`src/rtl/instruction_fetch_unit_if.sv`:
```
// Fetch-side bus bundle: instruction-memory read port plus the decode valid/ready handshake.
// master = fetch unit, slave = memory/decode environment.
interface instruction_fetch_unit_if;
  logic [31:0] IM_Address;
  logic [31:0] IM_Instruction;
  logic        Out_Valid;
  logic        Out_Ready;
  logic [31:0] Out_Instruction;
  logic [31:0] Out_PCPlus4;

  modport master (
    output IM_Address,
    input  IM_Instruction,
    output Out_Valid,
    input  Out_Ready,
    output Out_Instruction,
    output Out_PCPlus4
  );

  modport slave (
    input  IM_Address,
    output IM_Instruction,
    input  Out_Valid,
    output Out_Ready,
    input  Out_Instruction,
    input  Out_PCPlus4
  );
endinterface

```
`src/rtl/instruction_fetch_unit.sv`:
```
// Instruction fetch unit: PC owner, combinational I-mem read, FIFO buffer towards decode.
// Optional FETCH_PERF_CNT_EN adds Fetch_Count/Stall_Count performance counters.
module instruction_fetch_unit #(
  parameter logic [31:0] RESET_PC   = 32'h0000_0000,
  parameter int unsigned FIFO_DEPTH = 2
) (
  input  logic        Clk,
  input  logic        Rst_n,
  input  logic        Fetch_En,
  input  logic        Redirect_Valid,
  input  logic [31:0] Redirect_Target,
  instruction_fetch_unit_if.master bus
`ifdef FETCH_PERF_CNT_EN
  ,
  output logic [31:0] Fetch_Count,
  output logic [31:0] Stall_Count
`endif
);
  localparam int unsigned   PW   = (FIFO_DEPTH > 1) ? $clog2(FIFO_DEPTH) : 1;
  localparam int unsigned   CW   = PW + 1;
  localparam logic [CW-1:0] FULL = CW'(FIFO_DEPTH);

  logic [31:0]   pc_q, pc_d;
  logic [PW-1:0] wr_ptr_q, wr_ptr_d;
  logic [PW-1:0] rd_ptr_q, rd_ptr_d;
  logic [CW-1:0] count_q, count_d;
  logic [31:0]   instr_mem_q [FIFO_DEPTH];
  logic [31:0]   pc4_mem_q   [FIFO_DEPTH];
  logic [31:0]   out_instr_q, out_instr_d;
  logic [31:0]   out_pc4_q, out_pc4_d;
  logic [31:0]   pc_plus4;
  logic          valid, pop, push;

  assign valid               = (count_q != '0);
  assign pc_plus4            = pc_q + 32'd4;
  assign bus.IM_Address      = pc_q & ~32'd3;
  assign bus.Out_Valid       = valid;
  assign bus.Out_Instruction = out_instr_q;
  assign bus.Out_PCPlus4     = out_pc4_q;

  always_comb begin
    pop         = valid && bus.Out_Ready && !Redirect_Valid;
    push        = Fetch_En && !Redirect_Valid && ((count_q < FULL) || pop);
    pc_d        = pc_q;
    wr_ptr_d    = wr_ptr_q;
    rd_ptr_d    = rd_ptr_q;
    count_d     = count_q;
    out_instr_d = out_instr_q;
    out_pc4_d   = out_pc4_q;
    if (Redirect_Valid) begin
      pc_d     = Redirect_Target & ~32'd3;
      wr_ptr_d = '0;
      rd_ptr_d = '0;
      count_d  = '0;
    end else begin
      if (push) begin
        pc_d     = pc_plus4;
        wr_ptr_d = wr_ptr_q + PW'(1);
      end
      if (pop) rd_ptr_d = rd_ptr_q + PW'(1);
      count_d = count_q + CW'(push) - CW'(pop);
      // Output regs track the next head; the entry being written this cycle bypasses storage.
      if (count_d != '0) begin
        if (push && (wr_ptr_q == rd_ptr_d)) begin
          out_instr_d = bus.IM_Instruction;
          out_pc4_d   = pc_plus4;
        end else begin
          out_instr_d = instr_mem_q[rd_ptr_d];
          out_pc4_d   = pc4_mem_q[rd_ptr_d];
        end
      end
    end
  end

  always_ff @(posedge Clk or negedge Rst_n) begin
    if (!Rst_n) begin
      pc_q        <= RESET_PC & ~32'd3;
      wr_ptr_q    <= '0;
      rd_ptr_q    <= '0;
      count_q     <= '0;
      out_instr_q <= '0;
      out_pc4_q   <= '0;
    end else begin
      pc_q        <= pc_d;
      wr_ptr_q    <= wr_ptr_d;
      rd_ptr_q    <= rd_ptr_d;
      count_q     <= count_d;
      out_instr_q <= out_instr_d;
      out_pc4_q   <= out_pc4_d;
    end
  end

  always_ff @(posedge Clk) begin
    if (push) begin
      instr_mem_q[wr_ptr_q] <= bus.IM_Instruction;
      pc4_mem_q[wr_ptr_q]   <= pc_plus4;
    end
  end

`ifdef FETCH_PERF_CNT_EN
  logic stall;
  assign stall = Fetch_En && !Redirect_Valid && (count_q == FULL) && !pop;

  always_ff @(posedge Clk or negedge Rst_n) begin
    if (!Rst_n) begin
      Fetch_Count <= '0;
      Stall_Count <= '0;
    end else begin
      if (push)  Fetch_Count <= Fetch_Count + 32'd1;
      if (stall) Stall_Count <= Stall_Count + 32'd1;
    end
  end
`endif
endmodule
```
`src/flat_wrapper.sv`:
```
// flat-port wrapper written by rule: the top's interface ports become plain ports
module instruction_fetch_unit_flat 
#(
  parameter logic [31:0] RESET_PC   = 32'h0000_0000,
  parameter int unsigned FIFO_DEPTH = 2
)
  (Clk, Rst_n, Fetch_En, Redirect_Valid, Redirect_Target, bus_IM_Address, bus_IM_Instruction, bus_Out_Valid, bus_Out_Ready, bus_Out_Instruction, bus_Out_PCPlus4);
  instruction_fetch_unit_if bus_i ();
  input  logic Clk;
  input  logic Rst_n;
  input  logic Fetch_En;
  input  logic Redirect_Valid;
  input  logic [31:0] Redirect_Target;
  output wire logic [$bits(bus_i.IM_Address)-1:0] bus_IM_Address;
  input wire logic [$bits(bus_i.IM_Instruction)-1:0] bus_IM_Instruction;
  output wire logic [$bits(bus_i.Out_Valid)-1:0] bus_Out_Valid;
  input wire logic [$bits(bus_i.Out_Ready)-1:0] bus_Out_Ready;
  output wire logic [$bits(bus_i.Out_Instruction)-1:0] bus_Out_Instruction;
  output wire logic [$bits(bus_i.Out_PCPlus4)-1:0] bus_Out_PCPlus4;
  assign bus_IM_Address = bus_i.IM_Address;
  assign bus_i.IM_Instruction = bus_IM_Instruction;
  assign bus_Out_Valid = bus_i.Out_Valid;
  assign bus_i.Out_Ready = bus_Out_Ready;
  assign bus_Out_Instruction = bus_i.Out_Instruction;
  assign bus_Out_PCPlus4 = bus_i.Out_PCPlus4;
  instruction_fetch_unit #(.RESET_PC(RESET_PC), .FIFO_DEPTH(FIFO_DEPTH)) u_core (.Clk(Clk), .Rst_n(Rst_n), .Fetch_En(Fetch_En), .Redirect_Valid(Redirect_Valid), .Redirect_Target(Redirect_Target), .bus(bus_i));
endmodule
```
`config.mk`:
```
export PLATFORM = sky130hd
export DESIGN_NAME = instruction_fetch_unit_flat
export DESIGN_NICKNAME = d
export VERILOG_FILES = /design/src/rtl/instruction_fetch_unit_if.sv /design/src/rtl/instruction_fetch_unit.sv /design/src/flat_wrapper.sv
export SDC_FILE = /design/constraint.sdc
export NUM_CORES = 1
export LEC_CHECK = 0
export CORE_ASPECT_RATIO = 0.75
export CORE_MARGIN = 3
export CORE_UTILIZATION = 30
export DETAILED_ROUTE_END_ITERATION = 6
export GPL_TIMING_DRIVEN = 0
export PLACE_DENSITY = 0.51
export SLEW_MARGIN = 20
export SYNTH_ARGS = -nofsm -noshare
export SYNTH_HDL_FRONTEND = slang
export SYNTH_SLANG_ARGS = --single-unit
```
`constraint.sdc`:
```
create_clock -name Clk -period 4.2 [get_ports Clk]
set_input_delay 0.84 -clock Clk [delete_from_list [all_inputs] [get_ports Clk]]
set_output_delay 0.84 -clock Clk [all_outputs]
set_load 0.1 [all_outputs]
```
Word level (Yosys, flattened, before mapping)
Memory sizes are Yosys's and may differ from the RTL's. A register that Yosys moved wholly into a read port is not among the register bits.
Index checks and enable logic that the tools add are counted.

storage, ports and cells
  bits in registers = 36
  output and inout port bits = 97
  logic and storage cells = 35
  memory bits (writable) = 128
  memories = 2

memory list
  memory              depth  bits a word  read ports  clocked after Yosys merged registers in  wr ports  RTL line                      RTL
  u_core.instr_mem_q  2      32           1           1                                        1         instruction_fetch_unit.sv:27  logic [31:0] instr_mem_q [FIFO_DEPTH];
  u_core.pc4_mem_q    2      32           1           1                                        1         instruction_fetch_unit.sv:28  logic [31:0] pc4_mem_q [FIFO_DEPTH];

operators by class
  mux-type cells = 10
  $lt $le $gt $ge = 1
  reductions and logical operators = 12
  add/subtract/negate cells = 5
  bitwise operators = 1

operator list
  kind                                               number
  two-way mux 32 bit                                 2
  adder 32 x 3 -> 32 bit, second input constant      1
  two-way mux 1 bit                                  7
  nonzero test 2 bit                                 3
  logical AND 1 bit                                  4
  zero test 1 bit                                    3
  adder 1 bit, second input constant                 2
  adder 2 x 1 -> 2 bit                               1
  less-than comparator 2 bit, second input constant  1
  two-way mux 2 bit                                  1
  AND reduction 2 bit                                1
  subtractor 2 x 1 -> 2 bit                          1
  logical OR 1 bit                                   1
  inverter 1 bit                                     1

Longest topological paths before layout
  word-level depth = 9
  depth in mapped cells = 11
  depth with buffers taken out = 8

Worst setup path before layout
Ideal clock, no wire load.

  path type = input-to-reg
  start = input bus_Out_Ready
  end = memory u_core.instr_mem_q[0][0] (enable)
  path slack = -89 ps
  stages on the path = 3
  setup time = 482 ps
  arrival = 3,807 ps
  path through = nand2b_1 > nand3b_1 > nor2_1

on the way
  cells in the longest elaborated chain, start to end = 6

ends and longest elaborated chain
  what                                     RTL line                      RTL
  start, declared                          flat_wrapper.sv:17            input wire logic [$bits(bus_i.Out_Ready)-1:0] bus_Out_Ready;
  logical AND 1 bit (2 in series)          instruction_fetch_unit.sv:42  pop = valid && bus.Out_Ready && !Redirect_Valid;
  logical OR 1 bit                         instruction_fetch_unit.sv:43  push = Fetch_En && !Redirect_Valid && ((count_q < FULL) || pop);
  logical AND 1 bit                        instruction_fetch_unit.sv:43
  two-way mux 1 bit                        instruction_fetch_unit.sv:94  if (push) begin
  two-way mux 1 bit (implied by the code)  instruction_fetch_unit.sv:95  instr_mem_q[wr_ptr_q] <= bus.IM_Instruction;
  end, declared                            instruction_fetch_unit.sv:27

No other way between the ends.

Final worst setup path
  start = input bus_Out_Ready
  end = register u_core.out_pc4_q[16], in the netlist u_core.bus.Out_PCPlus4[16], read port of u_core.pc4_mem_q

on the way
  cells in the longest elaborated chain, start to end = 8
  elaborated cells between the ends (all ways) = 10
  those cells by class = add/sub: 2; mux: 2; reduce/logical: 6

ends and longest elaborated chain
  what                                  RTL line                      RTL
  logical AND 1 bit (*) (2 in series)   instruction_fetch_unit.sv:42
  logical OR 1 bit                      instruction_fetch_unit.sv:43
  logical AND 1 bit                     instruction_fetch_unit.sv:43
  adder 2 x 1 -> 2 bit                  instruction_fetch_unit.sv:61  count_d = count_q + CW'(push) - CW'(pop);
  subtractor 2 x 1 -> 2 bit             instruction_fetch_unit.sv:61
  nonzero test 2 bit                    instruction_fetch_unit.sv:63  if (count_d != '0) begin
  AND reduction 2 bit (no source line)  n/a
  end, declared                         instruction_fetch_unit.sv:30  logic [31:0] out_pc4_q, out_pc4_d;

Every way passes the cells marked *; elsewhere a longest branch is shown, timed or not. The select of a mux whose other input is x is not followed.
A chain may end at the register's enable or synchronous reset.

==> results.json <==
{
  "status": "finished, final reports clean",
  "routed_via_density": 4.93,
  "internal-power_mw": 4.38,
  "crit_path_top_delay_cell": "clkdlybuf4s50_1",
  "fin_crit_ps": 3810,
  "worstPathCellList": "clkdlybuf4s50_1, nand2b_1, nand3b_1, inv_1, ha_1, xor2_1, a21o_1, buf_2, buf_2, clkbuf_1, nand2_1, o311ai_0",
  "grt_setup_unrepaired": "false",
  "path_common_cell": "buf_2",
  "slew-limit-headroom": 0.284,
  "finalWirelength_um": 28500,
  "synth_warnings": 0,
  "powerDensity_mw_per_mm2": 601,
  "ys_types": 48,
  "setup_tns_ps": 0,
  "cts_sinks": 220,
  "cts_hold_buf": 0,
  "crit_buf_inv": 5,
  "grt_pass1_wl_um": 44100,
  "gp_congestion": 0.783,
  "antenna_left": 0,
  "grt_overflow_total": 0,
  "dp_cells": 1347,
  "track_usage": 0.166,
  "synth_seq_cells": 220,
  "grt_antenna_before_repair": 0,
  "syn-cell-area_sq_mm": 0.00962,
  "syn_to_final_growth_pct": 30.6,
  "crit_family": "buffers and inverters",
  "power.total_mw": 7.55,
  "core_sq_mm": 0.0315,
  "async_reset_ff_frac": 0.436,
  "power_frac_comb": 0.370,
  "slew_viol_final": 0,
  "worstSetupEndpointType": "flop",
  "peakVddDrop_mv": 0.314,
  "pwr-share-seq": 0.367,
  "drt_first_iter_violations": 496,
  "critPathKind": "in2reg",
  "cp_data_required_time_ps": 4580,
  "ys.flop_type": "edfxtp_1",
  "die_y_um": 161,
  "skew_ps": 11.4,
  "hold_class": "in2async",
  "worst_slew_pin_slew_ps": 1070,
  "finalCritPeriodShare": 0.908,
  "io_buffers": 159,
  "routed-via-count": 6857,
  "drtPass1Iterations": 4,
  "placed_area_sq_mm": 0.0118,
  "cts_setup_buffers": 0,
  "crit_path_max_incr_delay_ps": 530,
  "cts_root_buf": "clkbuf_16",
  "layout-drive-gt1-share": 0.0732,
  "setup_viol_count_final": 0,
  "nets": 1038,
  "clkTransAtPathRegs_ps": 60,
  "fin_cells": 1390,
  "clock.fmax_ghz": 0.262,
  "leakagePower_nw": 4.87,
  "start_util": 0.306,
  "drv_cap": 0,
  "synth_edf_count": 124,
  "cts_tree": "yes",
  "path_max_fanout": 10,
  "diodes": 0,
  "htreeDepth": 1,
  "io_pins": 166,
  "grt_pass1_vias": 6962,
  "die_w_um": 213,
  "drc_errors": 0,
  "wire_per_inst_um": 20.5,
  "cp.arrival_ps": 4190,
  "hold_slack_ps": 213,
  "sw_frac_of_total": 0.420,
  "yosysSeqAreaShare": 0.637,
  "p_clk_frac": 0.264,
  "netSwitchingPower_mw": 3.17,
  "cts_buffer_depth": 3,
  "cts-buffers-inserted": 24,
  "postCtsResizedCells": 0,
  "synth_cells": 775,
  "clk_latency_ps": 510,
  "dp_hpwl_um": 19700,
  "start_kind": "primary input",
  "syn_area_per_cell_sq_um": 12.4,
  "design_area_sq_mm": 0.0126,
  "grt_start_max_net_pins": 67,
  "die-area_sq_mm": 0.0343,
  "rows": 56,
  "finalHoldViolCount": 0
}
-- power groups by stage --
stage / Clock [mW] / Combinational (mW) / Sequential, mW
3_3_place_gp: 0 / 2.79 / 2.82
4_1_cts: 2.05 / 2.81 / 2.77
5_1_grt: 2.14 / 2.90 / 2.81
3_5_place_dp: 0 / 2.81 / 2.81
2_1_floorplan: 0 / 0.464 / 4.33
6_report: 1.99 / 2.79 / 2.77
-- final timing paths --
kind                                                      from                        endpoint  slack (ps)  depth (start not counted)
min in group Clk                u_core.bus.Out_Instruction[30]  u_core.bus.Out_Instruction[30]         490                          2
worst max register to register               u_core.count_q[1]      u_core.bus.Out_PCPlus4[16]         890                         11
worst max-delay path                             bus_Out_Ready      u_core.bus.Out_PCPlus4[16]         390                         12
worst min register to register  u_core.bus.Out_Instruction[30]  u_core.bus.Out_Instruction[30]         490                          2
max in group asynchronous                                Rst_n  u_core.bus.Out_Instruction[24]        3250                          2
worst min-delay path                                     Rst_n  u_core.bus.Out_Instruction[31]         210                          1
-- flip-flops by register name, indices dropped and copies added, names as in the netlist --
signal                      cells
u_core.bus.Out_PCPlus4         30
u_core.instr_mem_q             64
u_core.pc4_mem_q               60
u_core.count_q                  2
u_core.rd_ptr_q                 1
u_core.wr_ptr_q                 1
u_core.bus.Out_Instruction     32
u_core.pc_q                    30
-- layout make-up --
| type | count | area, sq um |
|---|---|---|
| multi-input combinational | 496 | 3220 |
| tap | 406 | 508 |
| sequential | 220 | 6130 |
| buffer | 57 | 278 |
| clock inverter | 3 | 12.5 |
| clock buffer | 40 | 722 |
| inverter | 5 | 18.8 |
| fill | 3016 | 18900 |
| timing repair buffer | 163 | 1680 |
-- worst register-to-register path, cell delays in order (launching register included) --
cell and delay (ps):
dfrtp_1 400, nand2b_1 120, nand3b_1 320, inv_1 320, ha_1 210, xor2_1 260, a21o_1 240, buf_2 280
buf_2 340, clkbuf_1 470, nand2_1 110, o311ai_0 110
-- placed cells by master, fill, tap and decap left out, types with 2 or more instances in the layout --
| master | count |
|---|---|
| and3_1 | 4 |
| nand2b_1 | 4 |
| nand2_1 | 103 |
| buf_2 | 17 |
| and2_1 | 5 |
| clkbuf_1 | 40 |
| xnor2_1 | 27 |
| inv_1 | 5 |
| a21oi_1 | 2 |
| nor4_1 | 3 |
| o311ai_0 | 44 |
| o311ai_1 | 2 |
| buf_12 | 3 |
| a21o_1 | 2 |
| nor2_1 | 36 |
| clkbuf_16 | 25 |
| clkdlybuf4s50_1 | 158 |
| nand3_1 | 67 |
| mux2i_1 | 60 |
| o21ai_0 | 34 |
| ha_1 | 2 |
| or4_1 | 2 |
| buf_6 | 3 |
| edfxtp_1 | 124 |
| and4_1 | 2 |
| nor3_1 | 21 |
| xor2_1 | 29 |
| dfrtp_1 | 96 |
| nand3b_1 | 2 |
| conb_1 | 4 |
| nand4_1 | 11 |
| buf_4 | 7 |
| a221o_1 | 11 |
| clkbuf_8 | 4 |
| clkinv_1 | 2 |
-- Yosys cell counts (all sizes together) (2+ instances only) --
| cell | count | area (sq um) |
|---|---|---|
| or4 | 2 | 15.0 |
| clkbuf | 30 | 113 |
| nand3b | 2 | 15.0 |
| and2 | 6 | 37.5 |
| edfxtp | 124 | 3720 |
| nor3 | 22 | 121 |
| mux2i | 60 | 601 |
| nor4 | 3 | 18.8 |
| o311ai | 46 | 403 |
| nand4 | 12 | 90.1 |
| dfrtp | 96 | 2400 |
| xnor2 | 28 | 253 |
| inv | 5 | 18.8 |
| a21oi | 2 | 10.0 |
| nor2 | 38 | 145 |
| ha | 2 | 25.0 |
| a21o | 2 | 15.0 |
| nand2b | 4 | 25.0 |
| and4 | 2 | 17.5 |
| o21ai | 34 | 170 |
| xor2 | 30 | 270 |
| buf | 27 | 164 |
| and3 | 4 | 25.0 |
| nand2 | 103 | 387 |
| a221o | 11 | 110 |
| nor2b | 2 | 15.0 |
| nand3 | 68 | 345 |
-- through the flow --
stage          worst slack [ps]  utilization
2_1_floorplan               876            -
3_3_place_gp              -2200        0.373
3_5_place_dp               -270        0.376
4_1_cts                     263        0.399
5_1_grt                    15.5        0.399
6_report                    388        0.399
-- routing by layer --
layer	part of all wire	GRT usage	up-vias
li1	-	-	3249
met1	0.51	0.264	3417
met2	0.42	0.233	169
met3	0.057	0.0383	22
met4	0.012	0.0266	0
met5	0	0	-
-- cell families (layout without fill, tap and decap cells) --
family | count (synthesis) | count (layout) | synth area share
fa+ha+maj | 2 | 2 | 0.00260
mux | 60 | 60 | 0.0624
buf+inv | 62 | 268 | 0.0307
flops | 220 | 220 | 0.637
compound gates | 101 | 101 | 0.0785
xor+xnor | 59 | 59 | 0.0568
simple gates | 270 | 270 | 0.132
other cells | 1 | 4 | 0.000390
Power figures use the tool's default switching activity.
